`config.mk`:
```
export PLATFORM = sky130hd
export DESIGN_NAME = axis_out
export DESIGN_NICKNAME = d
export VERILOG_FILES = /design/src/rtl/axis_out.sv
export SDC_FILE = /design/constraint.sdc
export NUM_CORES = 1
export LEC_CHECK = 0
export BUFFER_PORTS_ARGS = -buffer_cell sky130_fd_sc_hd__buf_2
export CAP_MARGIN = 10
export CORE_ASPECT_RATIO = 1.4
export CORE_MARGIN = 2
export CORE_UTILIZATION = 35
export DETAILED_ROUTE_END_ITERATION = 10
export RECOVER_POWER = 25
export SLEW_MARGIN = 25
export SYNTH_ARGS = -nofsm -noshare
export SYNTH_HDL_FRONTEND = slang
export SYNTH_SLANG_ARGS = --single-unit
```
`constraint.sdc`:
```
create_clock -name clk -period 3.95 [get_ports clk]
set_input_delay 0.1975 -clock clk [delete_from_list [all_inputs] [get_ports clk]]
set_output_delay 0.1975 -clock clk [all_outputs]
set_load 0.01 [all_outputs]
```
`src/rtl/axis_out.sv`:
```
//============================================================================
// Module      : axis_out
// Description : FIR result output stage; FIFO-buffered AXI-Stream master
//               with run-length counting, tlast generation and done pulse.
// Revision    : 1.0 - initial release
//============================================================================
`default_nettype none

module axis_out #(
  parameter int pDATA_WIDTH = 32,
  parameter int pLEN_WIDTH  = 32,
  parameter int FIFO_DEPTH  = 4
) (
  input  logic                   clk,
  input  logic                   rst_n,
  input  logic                   ap_start,
  input  logic [pLEN_WIDTH-1:0]  data_length,
  input  logic [pDATA_WIDTH-1:0] fir_data,
  input  logic                   fir_valid,
  output logic                   out_ready,
  output logic [pDATA_WIDTH-1:0] sm_tdata,
  output logic                   sm_tvalid,
  output logic                   sm_tlast,
  input  logic                   sm_tready,
  output logic                   ap_done,
  output logic                   ap_idle
);

  localparam int                  C_AW      = $clog2(FIFO_DEPTH);
  localparam logic [C_AW:0]       C_FULL    = (C_AW+1)'(FIFO_DEPTH);
  localparam logic [C_AW:0]       C_CNT_ONE = (C_AW+1)'(1);
  localparam logic [C_AW-1:0]     C_PTR_ONE = C_AW'(1);
  localparam logic [pLEN_WIDTH-1:0] C_LEN_ONE = pLEN_WIDTH'(1);

  typedef enum logic [0:0] {
    ST_IDLE = 1'b0,
    ST_RUN  = 1'b1
  } state_t;

  state_t                  r_state;
  logic [pLEN_WIDTH-1:0]   r_len;
  logic [pLEN_WIDTH-1:0]   r_in_cnt;
  logic [pLEN_WIDTH-1:0]   r_out_cnt;
  logic [C_AW-1:0]         r_wr_ptr;
  logic [C_AW-1:0]         r_rd_ptr;
  logic [C_AW:0]           r_count;
  logic                    r_done;
  logic [pDATA_WIDTH-1:0]  r_mem [FIFO_DEPTH];

  logic w_full;
  logic w_empty;
  logic w_push;
  logic w_pop;
  logic w_last;

  assign w_full  = (r_count == C_FULL);
  assign w_empty = (r_count == '0);

  // Depends only on registered state, so sink backpressure never ripples back combinationally.
  assign out_ready = (r_state == ST_RUN) & ~w_full & (r_in_cnt != r_len);

  assign sm_tvalid = ~w_empty;
  assign sm_tdata  = w_empty ? '0 : r_mem[r_rd_ptr];
  assign w_last    = ((r_out_cnt + C_LEN_ONE) == r_len);
  assign sm_tlast  = sm_tvalid & w_last;

  assign w_push = fir_valid & out_ready;
  assign w_pop  = sm_tvalid & sm_tready;

  assign ap_done = r_done;
  assign ap_idle = (r_state == ST_IDLE);

  always_ff @(posedge clk) begin
    if (w_push) begin
      r_mem[r_wr_ptr] <= fir_data;
    end
  end

  always_ff @(posedge clk) begin
    if (!rst_n) begin
      r_state   <= ST_IDLE;
      r_len     <= '0;
      r_in_cnt  <= '0;
      r_out_cnt <= '0;
      r_wr_ptr  <= '0;
      r_rd_ptr  <= '0;
      r_count   <= '0;
      r_done    <= 1'b0;
    end else begin
      r_done <= 1'b0;

      if (w_push) begin
        r_wr_ptr <= r_wr_ptr + C_PTR_ONE;
        r_in_cnt <= r_in_cnt + C_LEN_ONE;
      end
      if (w_pop) begin
        r_rd_ptr  <= r_rd_ptr + C_PTR_ONE;
        r_out_cnt <= r_out_cnt + C_LEN_ONE;
      end

      case ({w_push, w_pop})
        2'b10:   r_count <= r_count + C_CNT_ONE;
        2'b01:   r_count <= r_count - C_CNT_ONE;
        default: r_count <= r_count;
      endcase

      case (r_state)
        ST_IDLE: begin
          if (ap_start) begin
            r_len     <= data_length;
            r_in_cnt  <= '0;
            r_out_cnt <= '0;
            // An empty run completes immediately without entering RUN.
            if (data_length == '0) begin
              r_done <= 1'b1;
            end else begin
              r_state <= ST_RUN;
            end
          end
        end
        ST_RUN: begin
          if (w_pop && w_last) begin
            r_state <= ST_IDLE;
            r_done  <= 1'b1;
          end
        end
        default: r_state <= ST_IDLE;
      endcase
    end
  end

endmodule

`default_nettype wire

```
# Word level (Yosys, flattened, before mapping)
# Memories as Yosys holds them, arrays and structs flattened. A register that Yosys moved wholly into a read port is not among the register bits.
# Cells that the tools add are included.
# word_totals
memories	1
input_bits	69
out_inout_bits	37
register_bits	105
ram_bits	128
# memory_table
name	words	word_bits	read_ports	rd_ports_with_merged_regs	write_ports	line_no	text
r_mem	4	32	1	1	1	48	logic [pDATA_WIDTH-1:0] r_mem [FIFO_DEPTH];
# classes
add_sub_neg	6
n_bitwise	8
n_reduce_logical	5
muxes	20
eq_ne	5
# ops
op	count
$mux W32	7
$add A32 B1 Y32 const B	2
$eq A32 B32 Y1	1
$logic_not A32 Y1	1
$ne A32 B32 Y1	1
$mux W1	8
$pmux W3 S2	1
$and A1 B1 Y1	5
$add A2 B1 Y2 const B	2
$mux W2	2
$pmux W1 S2	2
$add A3 B1 Y3 const B	1
$eq A3 B3 Y1 const B	1
$logic_not A3 Y1	1
$not A1 Y1	3
$sub A3 B1 Y3 const B	1
$eq A2 B1 Y1 const B	1
$eq A2 B2 Y1 const B	1
$reduce_and A2 Y1	1
$reduce_bool A2 Y1	1
$logic_and A1 B1 Y1	1

# Logic depth before layout (Yosys ltp)
# Gate-level depths: netlist of run 1.
# logic_depth
word_depth	8
ltp_mapped	12
depth_no_buf	10

# Worst setup path after synthesis of run 1
# Ideal clock, no wire load.
# synth_timing
path_type	reg2reg
startpoint	register r_in_cnt[13]
endpoint	memory r_mem[0][0] (enable)
arrival_ns	2.640
path_stages_with_launch	8
slack_ns	0.889
period_less_slack_ns	3.061
setup_time_ns	0.421
n_path_buf	2
required_time_ns	3.529
cell_sequence	dfxtp_1 > clkbuf_1 > xor2_1 > nor4_1 > nand4_1 > o21ai_0 > clkbuf_1 > nor2_1
# synth_via
elab_chain_cells	5
# synth_lines
element	line_no	text
start: declaration	42	logic [pLEN_WIDTH-1:0] r_in_cnt;
start signal: assignment	94	r_in_cnt <= r_in_cnt + C_LEN_ONE;
$ne A32 B32 Y1	60	assign out_ready = (r_state == ST_RUN) & ~w_full & (r_in_cnt != r_len);
$and A1 B1 Y1	60	
$and A1 B1 Y1	67	assign w_push = fir_valid & out_ready;
$mux W1	74	if (w_push) begin
$mux W1 (implied by the code)	75	r_mem[r_wr_ptr] <= fir_data;
end: declaration	48	
# Every way passes these cells.

# Worst setup path in the final report of run 1
# layout_timing
startpoint	register r_out_cnt[7]
endpoint	output sm_tlast
# layout_via
elab_chain_cells	3
# layout_lines
element	line_no	text
start: declaration	43	logic [pLEN_WIDTH-1:0] r_out_cnt;
start signal: assignment	98	r_out_cnt <= r_out_cnt + C_LEN_ONE;
$add A32 B1 Y32	64	assign w_last = ((r_out_cnt + C_LEN_ONE) == r_len);
$eq A32 B32 Y1	64	
$and A1 B1 Y1	65	assign sm_tlast = sm_tvalid & w_last;
end: declaration	23	output logic sm_tlast,
# Every way passes these cells.

==> out/metrics.yaml, run 1 <==
clkTransAtPathRegs_ns: 0.06
start_kind: "flop"
async_reset_ff_share_pct: 0
gp_routability_congestion: 0.9152
seq_area_frac_synth_pct: 54.19
fill_cells: 2964
worstPathMaxFanout: 11
synth_xor_area_share_pct: 9.674
muxShareOfSynthArea_pct: 6.808
critPathCaptureType: "output pin"
crit_type: "flop to output pin"
synth_top_area_cell: "edfxtp_1"
synth_top_family_by_area: "simple AND/OR/NAND/NOR gates"
final_hold_viol_count: 0
clockBufferDepth: 3
gr-total-overflow: 0
clockRootBuffer: "clkbuf_16"
synth-adder-area-share_pct: 0.9742
finalSetupViolCount: 0
grt_usage_pct: 16.55
run_status: "finished, final reports clean"
grt_max_degree: 45
fmax_ghz: 0.2734
report.final.slew_viol_count: 0
pwr_density_cell_nw_per_um2: 459.3
dieArea_um2: 33020
detail_route.iter0.violations: 320
fin_tns_setup_ns: 0
ys_top_cells_by_area: "edfxtp_1 (35%), dfxtp_1 (19%), mux4_2 (6.5%)"
synthTopCellsByCount: "edfxtp_1 (128), nand2_1 (113), dfxtp_1 (107)"
ys_warn_count: 0
dr.pass1.iters: 4
synth_area_um2: 11050
synth_seq_cells: 235
dp_hpwl_mm: 18.40
vias_per_cell: 5.157
synth_compound_area_share_pct: 7.522
ys_types: 60
multiInputGateArea_um2: 4787
vias: 8030
synth_cells: 987
crit_chain: "nand3_1, or4_1, or4_1, a21bo_2, nor3_1, and3_1, buf_2"
max-vdd-ir-drop_mv: 0.3445
worst_pin_slew_ns: 0.9353
synth_edf_count: 128
rrSetupSlack_ns: 0.73
route.detailed.drc: 0
clock_skew_ns: 0.01308
die_h_um: 214.2
drive_above_1_share_pct: 16.27
grt_pass1_vias: 8103
antenna_cells: 0
grt_pass1_wl_mm: 43.47
min-delay-start: "sm_tready"
area_growth_pct: 21.40
crit_path_frequent_cell: "or4_1"
crit_family: "simple AND/OR/NAND/NOR gates"
crit_required_ns: 3.75
syn_area_per_cell_um2: 11.19
crit_slowest_cell: "or4_1"
holdPathEnd: "r_out_cnt[1]$_SDFF_PN0_"
critPathMaxStageDelay_ns: 0.79
io_buffers: 105
power.leakage_nw: 4.734
synth_flop_cell: "edfxtp_1"
die_x_um: 154.1
final_util_pct: 42.83
syn-num-nets: 1064
rsz0062_at_grt: "no"
clock-sinks: 235
min_path_type: "input port to flop"
h-tree-depth: 1
boundaryPins: 106
period_share_pct: 92.61
start_util_pct: 35.28
rr_endpoint: "ap_done$_SDFF_PN0_"
tritoncts: "built"
path_buf_inv: 1
regArea_um2: 5987
coreArea_um2: 31310
reg2reg_depth: 7
r2r_start: "r_out_cnt[7]$_SDFF_PN0_"
routed_wl_mm: 27.41
rows: 77
clock_latency_ns: 0.54
hold_depth: 5
synth_simple_gate_area_share_pct: 18.04
nets: 1221
max_slew_margin_pct: 37.42
fin_crit_ns: 3.658
max_cap_viol_count: 0
cts_buffers: 24
netlist.area_leader.share_pct: 34.80
ant_nets: 0
arrival_ns: 3.46
synth.most_common_cell: "edfxtp_1"
antenna_found_initial: 0
avgRoutedWirePerCell_um: 17.61
cells in the final DEF (no fill, tap or decap), drive strengths merged, types with 26 or more instances in the layout:
| cell type | synthesis | routed |
|---|---|---|
| xnor2 | 61 | 61 |
| nor2 | 77 | 77 |
| edfxtp | 128 | 128 |
| dfxtp | 107 | 107 |
| xor2 | 61 | 61 |
| nand2 | 113 | 113 |
| nor4 | 28 | 28 |
| nand4 | 26 | 26 |
| buf | 16 | 96 |
| mux4 | 32 | 32 |
| dlygate4sd3 | 0 | 65 |
| clkbuf | 39 | 54 |
| and2 | 42 | 42 |
| a21boi | 34 | 34 |
worst min-delay path, stage by stage:
cell,delay [ns]
buf_2,0.08
nand2_1,0.05
buf_4,0.20
nand2_1,0.09
a21oi_1,0.06
layout make-up:
cell class	count	area share, %
sequential	235	44.65
multi-input combinational	675	35.70
timing repair buffer	186	9.434
clock buffer	29	4.852
tap	395	3.686
clock inverter	15	1.064
inverter	22	0.6158
report_power, final:
| group | switching [mW] | internal, mW | total (mW) | leakage (nW) |
|---|---|---|---|---|
| clock | 0.952 | 1.31 | 2.26 | 0.379 |
| sequential | 0.0997 | 2.66 | 2.76 | 2.03 |
| combinational | 0.599 | 0.541 | 1.14 | 2.33 |
| total | 1.65 | 4.51 | 6.16 | 4.73 |
flip-flops by register name (all words and copies together), names as in the netlist, named ones only:
signal / cells
ap_done: 1
r_count: 3
r_in_cnt: 32
r_len: 32
r_mem: 128
r_out_cnt: 32
r_rd_ptr: 2
r_state: 1
r_wr_ptr: 2
layer usage:
layer / vias to the layer above / track usage (%) / routed length, um
li1: 3877 / - / -
met1: 3885 / 19.45 / 11300
met2: 208 / 30.21 / 13920
met3: 60 / 2.365 / 1196
met4: 0 / 6.542 / 995
met5: - / 0 / 0
timing repair:
item	in CTS	in global routing
setup buffers	0	0
hold buffers	65	0
resized for setup	0	0
hold endpoints to repair	160	0
how the worst max path moves through the flow:
| stage | start | end | cells past startpoint |
|---|---|---|---|
| 3_3_place_gp | r_out_cnt[7]$_SDFF_PN0_ | ap_done$_SDFF_PN0_ | 7 |
| 3_5_place_dp | r_out_cnt[7]$_SDFF_PN0_ | ap_done$_SDFF_PN0_ | 7 |
| 6_report | r_out_cnt[7]$_SDFF_PN0_ | sm_tlast | 7 |
| 2_1_floorplan | r_in_cnt[13]$_SDFF_PN0_ | r_mem[0][0]$_DFFE_PP_ | 7 |
| 5_1_grt | r_out_cnt[7]$_SDFF_PN0_ | sm_tlast | 7 |
| 4_1_cts | r_out_cnt[7]$_SDFF_PN0_ | sm_tlast | 7 |
per-stage QoR:
step	power, mW	setup WS, ns	instances	area (um2)	hold WS [ns]
2_1_floorplan	3.497	0.8888	987	11050	0.2964
3_3_place_gp	3.911	0.8026	1448	12000	0.4113
3_5_place_dp	3.920	0.7513	1448	12000	0.4160
4_1_cts	6.255	0.2588	1557	13440	0.1812
5_1_grt	6.446	0.09829	1557	13410	0.2502
6_report	6.158	0.2918	1557	13410	0.2053
logic make-up (layout without fill, tap and decap cells):
logic type / Yosys count / in the layout
AND/OR/NAND/NOR: 390 / 390
flip-flops: 235 / 235
XOR/XNOR: 122 / 122
AO/OA/AOI/OAI: 120 / 120
buffers and inverters: 77 / 252
multiplexers: 35 / 35
adder cells (fa/ha/maj): 8 / 8
Power figures use the tool's default switching activity.
==> run 2, diff against run 1 <==
==> constraint.sdc (replaced) <==
create_clock -name clk -period 4.3 [get_ports clk]
set_input_delay 0.215 -clock clk [delete_from_list [all_inputs] [get_ports clk]]
set_output_delay 0.215 -clock clk [all_outputs]
set_load 0.01 [all_outputs]
==> run 2 against run 1 <==
  * Via count down 0.44%
  * Core utilization grew 0.23 points
  * Sequential power is 7.6% lower
  * First-iteration DRC count is 20% higher
  * Critical path depth did not move
  * Worst setup slack improved by 0.30 ns
  * Sequential cell count did not move
  * Cell count shrank 0.13%
  * Highest routed layer unchanged
==> out/metrics.yaml, run 2 (same netlist as run 1, synthesis figures left out) <==
run_status: "finished, final reports clean"
max_slew_margin_pct: 36.77
fin_crit_ns: 3.704
h-tree-depth: 1
clock_skew_ns: 0.01666
dp_cells: 1446
crit_path_frequent_cell: "or4_1"
final_common_cell: "edfxtp_1"
grt_usage_pct: 16.34
path_buf_inv: 1
finalSetupViolCount: 0
max-vdd-ir-drop_mv: 0.2889
clockBufferDepth: 3
final_hold_viol_count: 0
routed_wl_mm: 27.37
report.final.slew_viol_count: 0
rows: 77
coreArea_um2: 31310
io_buffers: 105
die_x_um: 154.1
clock-sinks: 235
min_path_type: "input port to flop"
route.detailed.drc: 0
antenna_found_initial: 0
power_mw: 5.724
grt_pass1_vias: 8107
power.leakage_nw: 4.760
crit_type: "flop to output pin"
gr-total-overflow: 0
tritoncts: "built"
arrival_ns: 3.49
cts_buffers: 25
crit_required_ns: 4.09
start_util_pct: 35.28
ant_nets: 0
rrSetupSlack_ns: 1.02
drive_above_1_share_pct: 15.95
fmax_ghz: 0.2700
dr.pass1.iters: 5
grt_max_degree: 61
dieArea_um2: 33020
nets: 1219
pwr_density_cell_nw_per_um2: 424.6
cts_resized: 0
vias_per_cell: 5.141
die_h_um: 214.2
area_growth_pct: 22.06
largest_reg_flops: 128
start_kind: "flop"
final_util_pct: 43.06
regMostFlops: "r_mem"
crit_family: "simple AND/OR/NAND/NOR gates"
avgRoutedWirePerCell_um: 17.60
clockRootBuffer: "clkbuf_16"
final_cell_mix: "edfxtp_1 (128), nand2_1 (112), dfxtp_1 (106), buf_2 (80), nor2_1 (73)"
worst_pin_slew_ns: 0.9465
boundaryPins: 106
max_cap_viol_count: 0
antenna_cells: 0
crit_slowest_cell: "or4_1"
grt_pass1_wl_mm: 43.26
clkTransAtPathRegs_ns: 0.07
place_ws_ns: 1.054
final_cells: 1555
gp_routability_congestion: 0.9177
rsz0062_at_grt: "no"
dp_hpwl_mm: 18.67
vias: 7995
critPathMaxStageDelay_ns: 0.80
fin_tns_setup_ns: 0
critPathCaptureType: "output pin"
detail_route.iter0.violations: 385
setup_ws_ns: 0.5964
clock_latency_ns: 0.54
crit_chain: "nand3_1, or4_1, or4_1, a21bo_2, nor3_1, and3_1, buf_2"
period_share_pct: 86.13
worstPathMaxFanout: 11
==> run 2: cell types whose count changed in the layout (fill, tap and decap cells not counted), moves of 2 or more <==
cell,previous run,this run
buf_16,0,3
buf_4,16,10
clkinv_1,3,5
clkinvlp_2,2,0
==> run 2: path summary, 6_finish.rpt <==
path,start,end,cells past startpoint
setup / recovery,r_out_cnt[7]$_SDFF_PN0_,sm_tlast,7
hold / removal,sm_tready,r_out_cnt[1]$_SDFF_PN0_,5
setup reg to reg,r_out_cnt[7]$_SDFF_PN0_,ap_done$_SDFF_PN0_,7
hold reg to reg,r_out_cnt[1]$_SDFF_PN0_,r_out_cnt[1]$_SDFF_PN0_,2
==> run 2: power by group <==
part           internal (mW)  total (mW)  switching, mW
Combinational          0.502        1.03          0.527
Clock                   1.25        2.14          0.892
Sequential              2.44        2.55          0.110
Total                   4.19        5.72           1.53
==> run 2: worst min-delay path, cell delays in order <==
cell and delay (ns):
buf_2 0.08, nand2_1 0.04, buf_4 0.20, nand2_1 0.09, a21oi_1 0.05
==> run 2: timing repair <==
item                                    in CTS  in global routing
endpoints found under the setup margin       0                  0
hold buffers                                64                  0
setup buffers                                0                  0
endpoints found under the hold margin      160                  0
==> run 2: cell type report <==
cell class,count,area (um2)
multi-input cells,675,4787
clock inverters,13,131.4
clock buffers,32,684.4
well taps,395,494.2
inverters,22,82.58
flip-flops and latches,235,5989
repair buffers,183,1313
fillers,2952,17830
==> run 2: routing by layer <==
layer | GRT usage (%) | routed length [um]
met1 | 19.76 | 11610
met4 | 7.383 | 1210
met2 | 28.79 | 13410
met5 | 0 | 0
met3 | 2.223 | 1137
==> run 2: through the flow <==
| stage | hold slack (ns) | instance area [um2] |
|---|---|---|
| 3_5_place_dp | 0.4323 | 12060 |
| 6_report | 0.1859 | 13480 |
| 5_1_grt | 0.1920 | 13480 |
| 4_1_cts | 0.1562 | 13510 |
| 2_1_floorplan | 0.3139 | 11050 |
| 3_3_place_gp | 0.4286 | 11950 |
